## src/rtl/accel_servo_pkg.sv

```systemverilog
`default_nettype none
// ============================================================================
// Module   : accel_servo_pkg
// Purpose  : Shared FSM encoding, fixed limits and timing derivations for the
//            accelerometer-to-servo drive.
// Revision : 1.0  initial release
// ============================================================================
package accel_servo_pkg;

  typedef enum logic [2:0] {
    S_IDLE   = 3'd0,
    S_CLAMP  = 3'd1,
    S_FILTER = 3'd2,
    S_SCALE  = 3'd3,
    S_COMMIT = 3'd4
  } state_t;

  localparam int c_CLAMP_MAX   = 255;
  localparam int c_CLAMP_MIN   = -256;
  localparam int c_SCALE_SHIFT = 9;
  localparam int c_W           = 20;
  localparam int c_N_CH        = 3;

  function automatic int calc_tpu(input int clk_freq);
    return clk_freq / 1_000_000;
  endfunction

  function automatic int calc_period(input int clk_freq, input int pwm_freq);
    return clk_freq / pwm_freq;
  endfunction

  function automatic int calc_center(input int clk_freq, input int min_us, input int max_us);
    return ((min_us + max_us) / 2) * calc_tpu(clk_freq);
  endfunction

  function automatic int calc_span(input int clk_freq, input int min_us, input int max_us);
    return (max_us - min_us) * calc_tpu(clk_freq);
  endfunction

endpackage
`default_nettype wire

```

## src/rtl/servo_pwm_gen.sv

```systemverilog
`default_nettype none
// ============================================================================
// Module   : servo_pwm_gen
// Purpose  : Frame counter and N registered comparators; compare values are
//            reloaded from the shadow set only at frame wrap.
// Revision : 1.0  initial release
// ============================================================================
module servo_pwm_gen
  import accel_servo_pkg::*;
#(
  parameter int N_CH   = c_N_CH,
  parameter int W      = c_W,
  parameter int PERIOD = 500_000,
  parameter int CENTER = 37_500
) (
  input  logic                     clk,
  input  logic                     rst,
  input  logic                     i_commit,
  input  logic [N_CH-1:0][W-1:0]   i_shadow,
  output logic [N_CH-1:0]          o_pwm,
  output logic                     o_frame_start
);

  localparam logic [W-1:0] c_LAST     = W'(PERIOD - 1);
  localparam logic [W-1:0] c_CENTER_W = W'(CENTER);

  logic [W-1:0] r_cnt;
  logic         r_pend;
  logic         r_frame_start;
  logic         w_wrap;
  logic         w_load;

  assign w_wrap = (r_cnt == c_LAST);
  // A commit landing on the wrap edge is not yet visible in r_pend, so it waits a frame.
  assign w_load = w_wrap && r_pend;

  always_ff @(posedge clk or posedge rst) begin
    if (rst) begin
      r_cnt         <= '0;
      r_pend        <= 1'b0;
      r_frame_start <= 1'b0;
    end else begin
      r_cnt         <= w_wrap ? '0 : r_cnt + W'(1);
      r_frame_start <= w_wrap;
      if (i_commit) begin
        r_pend <= 1'b1;
      end else if (w_wrap) begin
        r_pend <= 1'b0;
      end
    end
  end

  assign o_frame_start = r_frame_start;

  generate
    for (genvar gi = 0; gi < N_CH; gi++) begin : g_ch
      logic [W-1:0] r_cmp;
      logic         r_pwm;

      always_ff @(posedge clk or posedge rst) begin
        if (rst) begin
          r_cmp <= c_CENTER_W;
          r_pwm <= 1'b0;
        end else begin
          if (w_load) begin
            r_cmp <= i_shadow[gi];
          end
          r_pwm <= (r_cnt < r_cmp);
        end
      end

      assign o_pwm[gi] = r_pwm;
    end
  endgenerate

endmodule
`default_nettype wire

```

## src/rtl/accel_servo_drive.sv

```systemverilog
`default_nettype none
// ============================================================================
// Module   : accel_servo_drive
// Purpose  : Captures X/Y/Z accelerometer samples, clamps, IIR-filters and
//            scales them to servo pulse widths for three 50 Hz PWM outputs.
// Revision : 1.0  initial release
// ============================================================================
module accel_servo_drive
  import accel_servo_pkg::*;
#(
  parameter int CLK_FREQ   = 25_000_000,
  parameter int PWM_FREQ   = 50,
  parameter int MIN_US     = 1000,
  parameter int MAX_US     = 2000,
  parameter int FILT_SHIFT = 2
) (
  input  logic        clk,
  input  logic        rst,
  input  logic        i_data_update,
  input  logic [15:0] i_data_x,
  input  logic [15:0] i_data_y,
  input  logic [15:0] i_data_z,
  input  logic        i_hold,
  output logic [2:0]  o_servo_pwm,
  output logic        o_busy,
  output logic        o_sample_drop,
  output logic        o_frame_start
);

  localparam int c_PERIOD = calc_period(CLK_FREQ, PWM_FREQ);
  localparam int c_CENTER = calc_center(CLK_FREQ, MIN_US, MAX_US);
  localparam int c_SPAN   = calc_span(CLK_FREQ, MIN_US, MAX_US);
  localparam logic [c_W-1:0] c_CENTER_W = c_W'(c_CENTER);

  state_t r_state;
  state_t w_state_next;
  logic [1:0] r_ch;
  logic [1:0] w_ch_next;
  logic w_capture;
  logic w_commit;

  logic signed [15:0] r_smp [0:2];
  logic signed [9:0]  r_s;
  logic signed [10:0] r_f [0:2];
  logic [c_N_CH-1:0][c_W-1:0] r_shadow;
  logic r_drop;

  logic signed [15:0] w_smp_sel;
  logic signed [10:0] w_f_sel;
  logic signed [9:0]  w_clamped;
  logic signed [11:0] w_diff;
  logic signed [11:0] w_step;
  logic signed [10:0] w_f_next;
  logic signed [31:0] w_prod;
  logic [c_W-1:0]     w_width;

  assign w_capture = i_data_update && !i_hold && (r_state == S_IDLE);

  always_ff @(posedge clk or posedge rst) begin
    if (rst) begin
      r_state <= S_IDLE;
      r_ch    <= 2'd0;
    end else begin
      r_state <= w_state_next;
      r_ch    <= w_ch_next;
    end
  end

  always_comb begin
    w_state_next = r_state;
    w_ch_next    = r_ch;
    w_commit     = 1'b0;
    case (r_state)
      S_IDLE: begin
        if (w_capture) begin
          w_state_next = S_CLAMP;
          w_ch_next    = 2'd0;
        end
      end
      S_CLAMP:  w_state_next = S_FILTER;
      S_FILTER: w_state_next = S_SCALE;
      S_SCALE: begin
        if (r_ch < 2'd2) begin
          w_state_next = S_CLAMP;
          w_ch_next    = r_ch + 2'd1;
        end else begin
          w_state_next = S_COMMIT;
        end
      end
      S_COMMIT: begin
        w_commit     = 1'b1;
        w_state_next = S_IDLE;
      end
      default: w_state_next = S_IDLE;
    endcase
  end

  // Channel datapath: one sample/filter slot and one multiplier shared by all axes.
  always_comb begin
    w_smp_sel = r_smp[0];
    w_f_sel   = r_f[0];
    if (r_ch == 2'd1) begin
      w_smp_sel = r_smp[1];
      w_f_sel   = r_f[1];
    end else if (r_ch == 2'd2) begin
      w_smp_sel = r_smp[2];
      w_f_sel   = r_f[2];
    end

    if (int'(w_smp_sel) > c_CLAMP_MAX) begin
      w_clamped = 10'(c_CLAMP_MAX);
    end else if (int'(w_smp_sel) < c_CLAMP_MIN) begin
      w_clamped = 10'(c_CLAMP_MIN);
    end else begin
      w_clamped = w_smp_sel[9:0];
    end

    w_diff   = {{2{r_s[9]}}, r_s} - {w_f_sel[10], w_f_sel};
    w_step   = w_diff >>> FILT_SHIFT;
    w_f_next = w_f_sel + 11'(w_step);

    w_prod  = int'(w_f_sel) * c_SPAN;
    w_width = c_W'(c_CENTER + (w_prod >>> c_SCALE_SHIFT));
  end

  always_ff @(posedge clk or posedge rst) begin
    if (rst) begin
      for (int i = 0; i < 3; i++) begin
        r_smp[i] <= '0;
        r_f[i]   <= '0;
      end
      r_s      <= '0;
      r_shadow <= {c_N_CH{c_CENTER_W}};
      r_drop   <= 1'b0;
    end else begin
      r_drop <= i_data_update && (r_state != S_IDLE);
      if (w_capture) begin
        r_smp[0] <= i_data_x;
        r_smp[1] <= i_data_y;
        r_smp[2] <= i_data_z;
      end
      case (r_state)
        S_CLAMP:  r_s           <= w_clamped;
        S_FILTER: r_f[r_ch]     <= w_f_next;
        S_SCALE:  r_shadow[r_ch] <= w_width;
        default: ;
      endcase
    end
  end

  assign o_busy        = (r_state != S_IDLE);
  assign o_sample_drop = r_drop;

  servo_pwm_gen #(
    .N_CH   (c_N_CH),
    .W      (c_W),
    .PERIOD (c_PERIOD),
    .CENTER (c_CENTER)
  ) u_pwm (
    .clk           (clk),
    .rst           (rst),
    .i_commit      (w_commit),
    .i_shadow      (r_shadow),
    .o_pwm         (o_servo_pwm),
    .o_frame_start (o_frame_start)
  );

endmodule
`default_nettype wire

```

## config.mk

```make
export PLATFORM = sky130hd
export DESIGN_NAME = accel_servo_drive
export DESIGN_NICKNAME = d
export VERILOG_FILES = /design/src/rtl/accel_servo_pkg.sv /design/src/rtl/servo_pwm_gen.sv /design/src/rtl/accel_servo_drive.sv
export SDC_FILE = /design/constraint.sdc
export NUM_CORES = 1
export LEC_CHECK = 0
export BUFFER_PORTS_ARGS = -buffer_cell sky130_fd_sc_hd__buf_2
export CORE_MARGIN = 5
export CORE_UTILIZATION = 63
export DETAILED_ROUTE_END_ITERATION = 6
export GPL_TIMING_DRIVEN = 0
export PLACE_DENSITY = 0.77
export SLEW_MARGIN = 5
export SYNTH_ARGS = -nofsm -noshare
export SYNTH_HDL_FRONTEND = slang
export SYNTH_HIERARCHICAL = 1
export SYNTH_SLANG_ARGS = --single-unit
```

## constraint.sdc

```tcl
create_clock -name clk -period 9.8 [get_ports clk]
set_input_delay 1.47 -clock clk [delete_from_list [all_inputs] [get_ports clk]]
set_output_delay 1.47 -clock clk [all_outputs]
set_load 0.05 [all_outputs]
```

==> impl_metrics.csv <==
group,metric,value,unit
status,status,"finished clean",
worst_setup_path,cp_max_fo,10,
placement,routabilityCongestion,0.876,
sta,period_share,92.0,%
logic_synthesis,avgSynthCellArea,10.2,um^2
cts,tritoncts,"yes",
placement,place_hpwl,26200,um
drt,via_per_inst,5.80,
finish,n_antenna_cell,0,
finish,nFillCells,1814,
sta,fin_crit,9.01,ns
drt,wl_met1,14200,um
global_routing,grt_pass1_vias,11588,
logic_synthesis,netlist_area,0.0153,mm^2
cts,clock_latency,0.54,ns
die,die_y,166,um
global_routing,grt_max_degree,98,
logic_synthesis,ys_ff_latch,239,
global_routing,grt.total_usage,24.5,%
die,dieArea,0.0275,mm^2
logic_synthesis,yosys_warnings,6,
drt,met3_length,1060,um
worst_setup_path,crit_arrival,9.40,ns
logic_synthesis,synthArstFlopShare,100,%
die,num_rows,57,
drt,wl_met2,18000,um
sta,fin_setup_tns,0,ns
sta,worst_clock_skew,0.0319,ns
global_routing,grt_overflow,0,
logic_synthesis,ys_seq_area_share,39.5,%
logic_synthesis,syn_inst,1497,
global_routing,antenna_found_initial,0,
finish,drive_gt1_share,19.0,%
logic_synthesis,yosys.area.top_type,"dfrtp_1",
drt,antenna_left,0,
cts,cts_buffers,26,
worst_setup_path,start_kind,"register",
die,die_w,166,um
logic_synthesis,synth.most_common_cell,"dfrtp_1",
worst_setup_path,path_class,"reg2reg",
cts,postCtsHoldBufs,0,
cts,cts_root_buffer,"clkbuf_16",
drt,drt_iter0_markers,640,
global_routing,grt_pass1_wl,56700,um
flow_run,maxCapViolations,0,
logic_synthesis,synth_area_leaders,"dfrtp_1, ha_1, dfstp_2",
placement,portBuffers,57,
drt,firstDrtPassIters,5,
die,start_util,63.5,%
drt,routed_wl,34000,um
cts,clockBufferDepth,3,
cts,cts_resized,0,
cts,postCtsSetupRepairBufs,0,
logic_synthesis,synth_nets,1724,
sta,fmaxAchievable,0.111,GHz
die,ios,58,
drt,wl_per_cell,17.6,um
cts,clkSlewWorstSetupHoldPaths,0.06,ns
min_path,hold_class,"reg2reg",
cts,cts.sinks,239,
sta,relSlewSlack,17.7,%
sta,setup_viol,0,
drt,drc,0,
cts,htreeDepth,1,
worst_setup_path,crit_path_end_kind,"register",
sta,slew_violations,0,
finish,nNetsFinal,1811,
finish,area_growth,10.1,%
die,core,0.0241,mm^2
logic_synthesis,yosys.cell_types.count,94,
sta,tightest_slew,1.23,ns
sta,rsz0062_at_grt,"false",
worst_setup_path,required,10.19,ns
drt,top_layer,"met4",
sta,hold_viol_final,0,
drt,num_vias,11170,
logic_synthesis,synthFlopType,"dfrtp_1",
logic_synthesis,synth_top_area_share,31.2,%
logic_synthesis,netlist_top_cells_count,"dfrtp_1, ha_1, inv_1",
logic_synthesis,synth_edf_count,0,
[cell usage in the layout, fill, tap and decap left out, types with 19 or more instances in the layout]
| cell | instances |
|---|---|
| dfrtp_1 | 191 |
| ha_1 | 150 |
| inv_1 | 142 |
| nand2_1 | 141 |
| o21ai_0 | 112 |
| mux2_2 | 96 |
| nor2_1 | 76 |
| buf_2 | 63 |
| a21oi_1 | 60 |
| dfstp_2 | 48 |
| xnor2_1 | 40 |
| clkbuf_1 | 38 |
| mux2i_1 | 31 |
| clkbuf_16 | 26 |
| fa_1 | 25 |
| a21o_1 | 23 |
| xor2_1 | 19 |
[flip-flops by register name, summed over array words and instances, names as in the netlist]
signal and flops:
u_pwm/g_ch.r_cmp 60, r_shadow 57, r_smp 48, r_f 33, u_pwm/r_cnt 20, r_s 10, r_state 3, u_pwm/g_ch.r_pwm 3
r_ch 2, o_sample_drop 1, u_pwm/o_frame_start 1, u_pwm/r_pend 1
[metal layers]
metal,global-route usage (%),up-vias
li1,-,5432
met1,31.3,5477
met2,45.2,212
met3,2.36,49
met4,5.60,0
met5,0,-
[path summary, 6_finish.rpt]
path / slack, ns / start / end / cells after the start
max: 0.79 / r_ch[0]$_DFFE_PP0P_ / r_shadow[38]$_DFFE_PP0P_ / 26
min: 0.48 / r_f[16]$_DFFE_PP0P_ / r_f[16]$_DFFE_PP0P_ / 2
max reg2reg: 0.79 / r_ch[0]$_DFFE_PP0P_ / r_shadow[38]$_DFFE_PP0P_ / 26
min reg2reg: 0.48 / r_f[16]$_DFFE_PP0P_ / r_f[16]$_DFFE_PP0P_ / 2
max in group asynchronous: 7.93 / rst / r_ch[1]$_DFFE_PP0P_ / 3
min in group asynchronous: 0.99 / rst / u_pwm/g_ch[1].r_cmp[16]$_DFFE_PP0P_ / 2
[layout make-up]
class                      instances  area (um^2)  area share [%]
sequential                       239         6040            35.9
buffer                            57          285            1.69
timing repair buffer              59          340            2.02
tap                              324          405            2.41
multi-input combinational       1054         8420            50.0
clock inverter                     7         51.3           0.305
inverter                         147          559            3.32
clock buffer                      39          739            4.39
[through the flow]
stage               hold slack [ns]  instance area, um^2  std cells  worst slack [ns]  utilization (%)
global route                  0.496                16800       1926             0.118             69.9
CTS                           0.482                16800       1926             0.534             69.9
floorplan                     0.441                15300       1497              2.34                -
global placement              0.455                16000       1878             0.725             66.3
finish                        0.479                16800       1926             0.787             69.9
detailed placement            0.466                16100       1880             0.605             66.6
[critical path, cell delays in order, from the launching register on]
cell      delay (ns)
dfrtp_1         0.42
inv_1           0.10
ha_1            0.16
buf_6           0.12
buf_2           0.32
buf_1           0.61
buf_1           0.68
mux2i_1         0.17
o21ai_0         0.77
inv_1           0.32
fa_1            0.60
inv_1           0.05
fa_1            0.39
fa_1            0.48
ha_1            0.40
o21a_1          0.16
or2_2           0.30
and4_1          0.21
nor3_2          0.40
inv_1           0.11
ha_1            0.25
a21boi_0        0.20
o211a_1         0.32
nor4_1          0.42
nor4b_1         0.12
o311ai_1        0.58
o21ai_0         0.20
[kinds of logic (layout without fill, tap and decap cells)]
logic type | after synthesis | count (layout) | share of synthesized area [%]
and+or+nand+nor | 350 | 350 | 11.0
AOI/OAI and AO/OA | 321 | 321 | 14.2
buffers and inverters | 204 | 309 | 5.47
adders and majority gates | 179 | 179 | 15.8
DFF | 239 | 239 | 39.5
xor gates and xnor gates | 59 | 59 | 3.38
muxes | 145 | 145 | 10.7
Power is left out: the tool's default activity adds up to more than one toggle a clock period on the data nets, which glitch-free logic cannot reach.
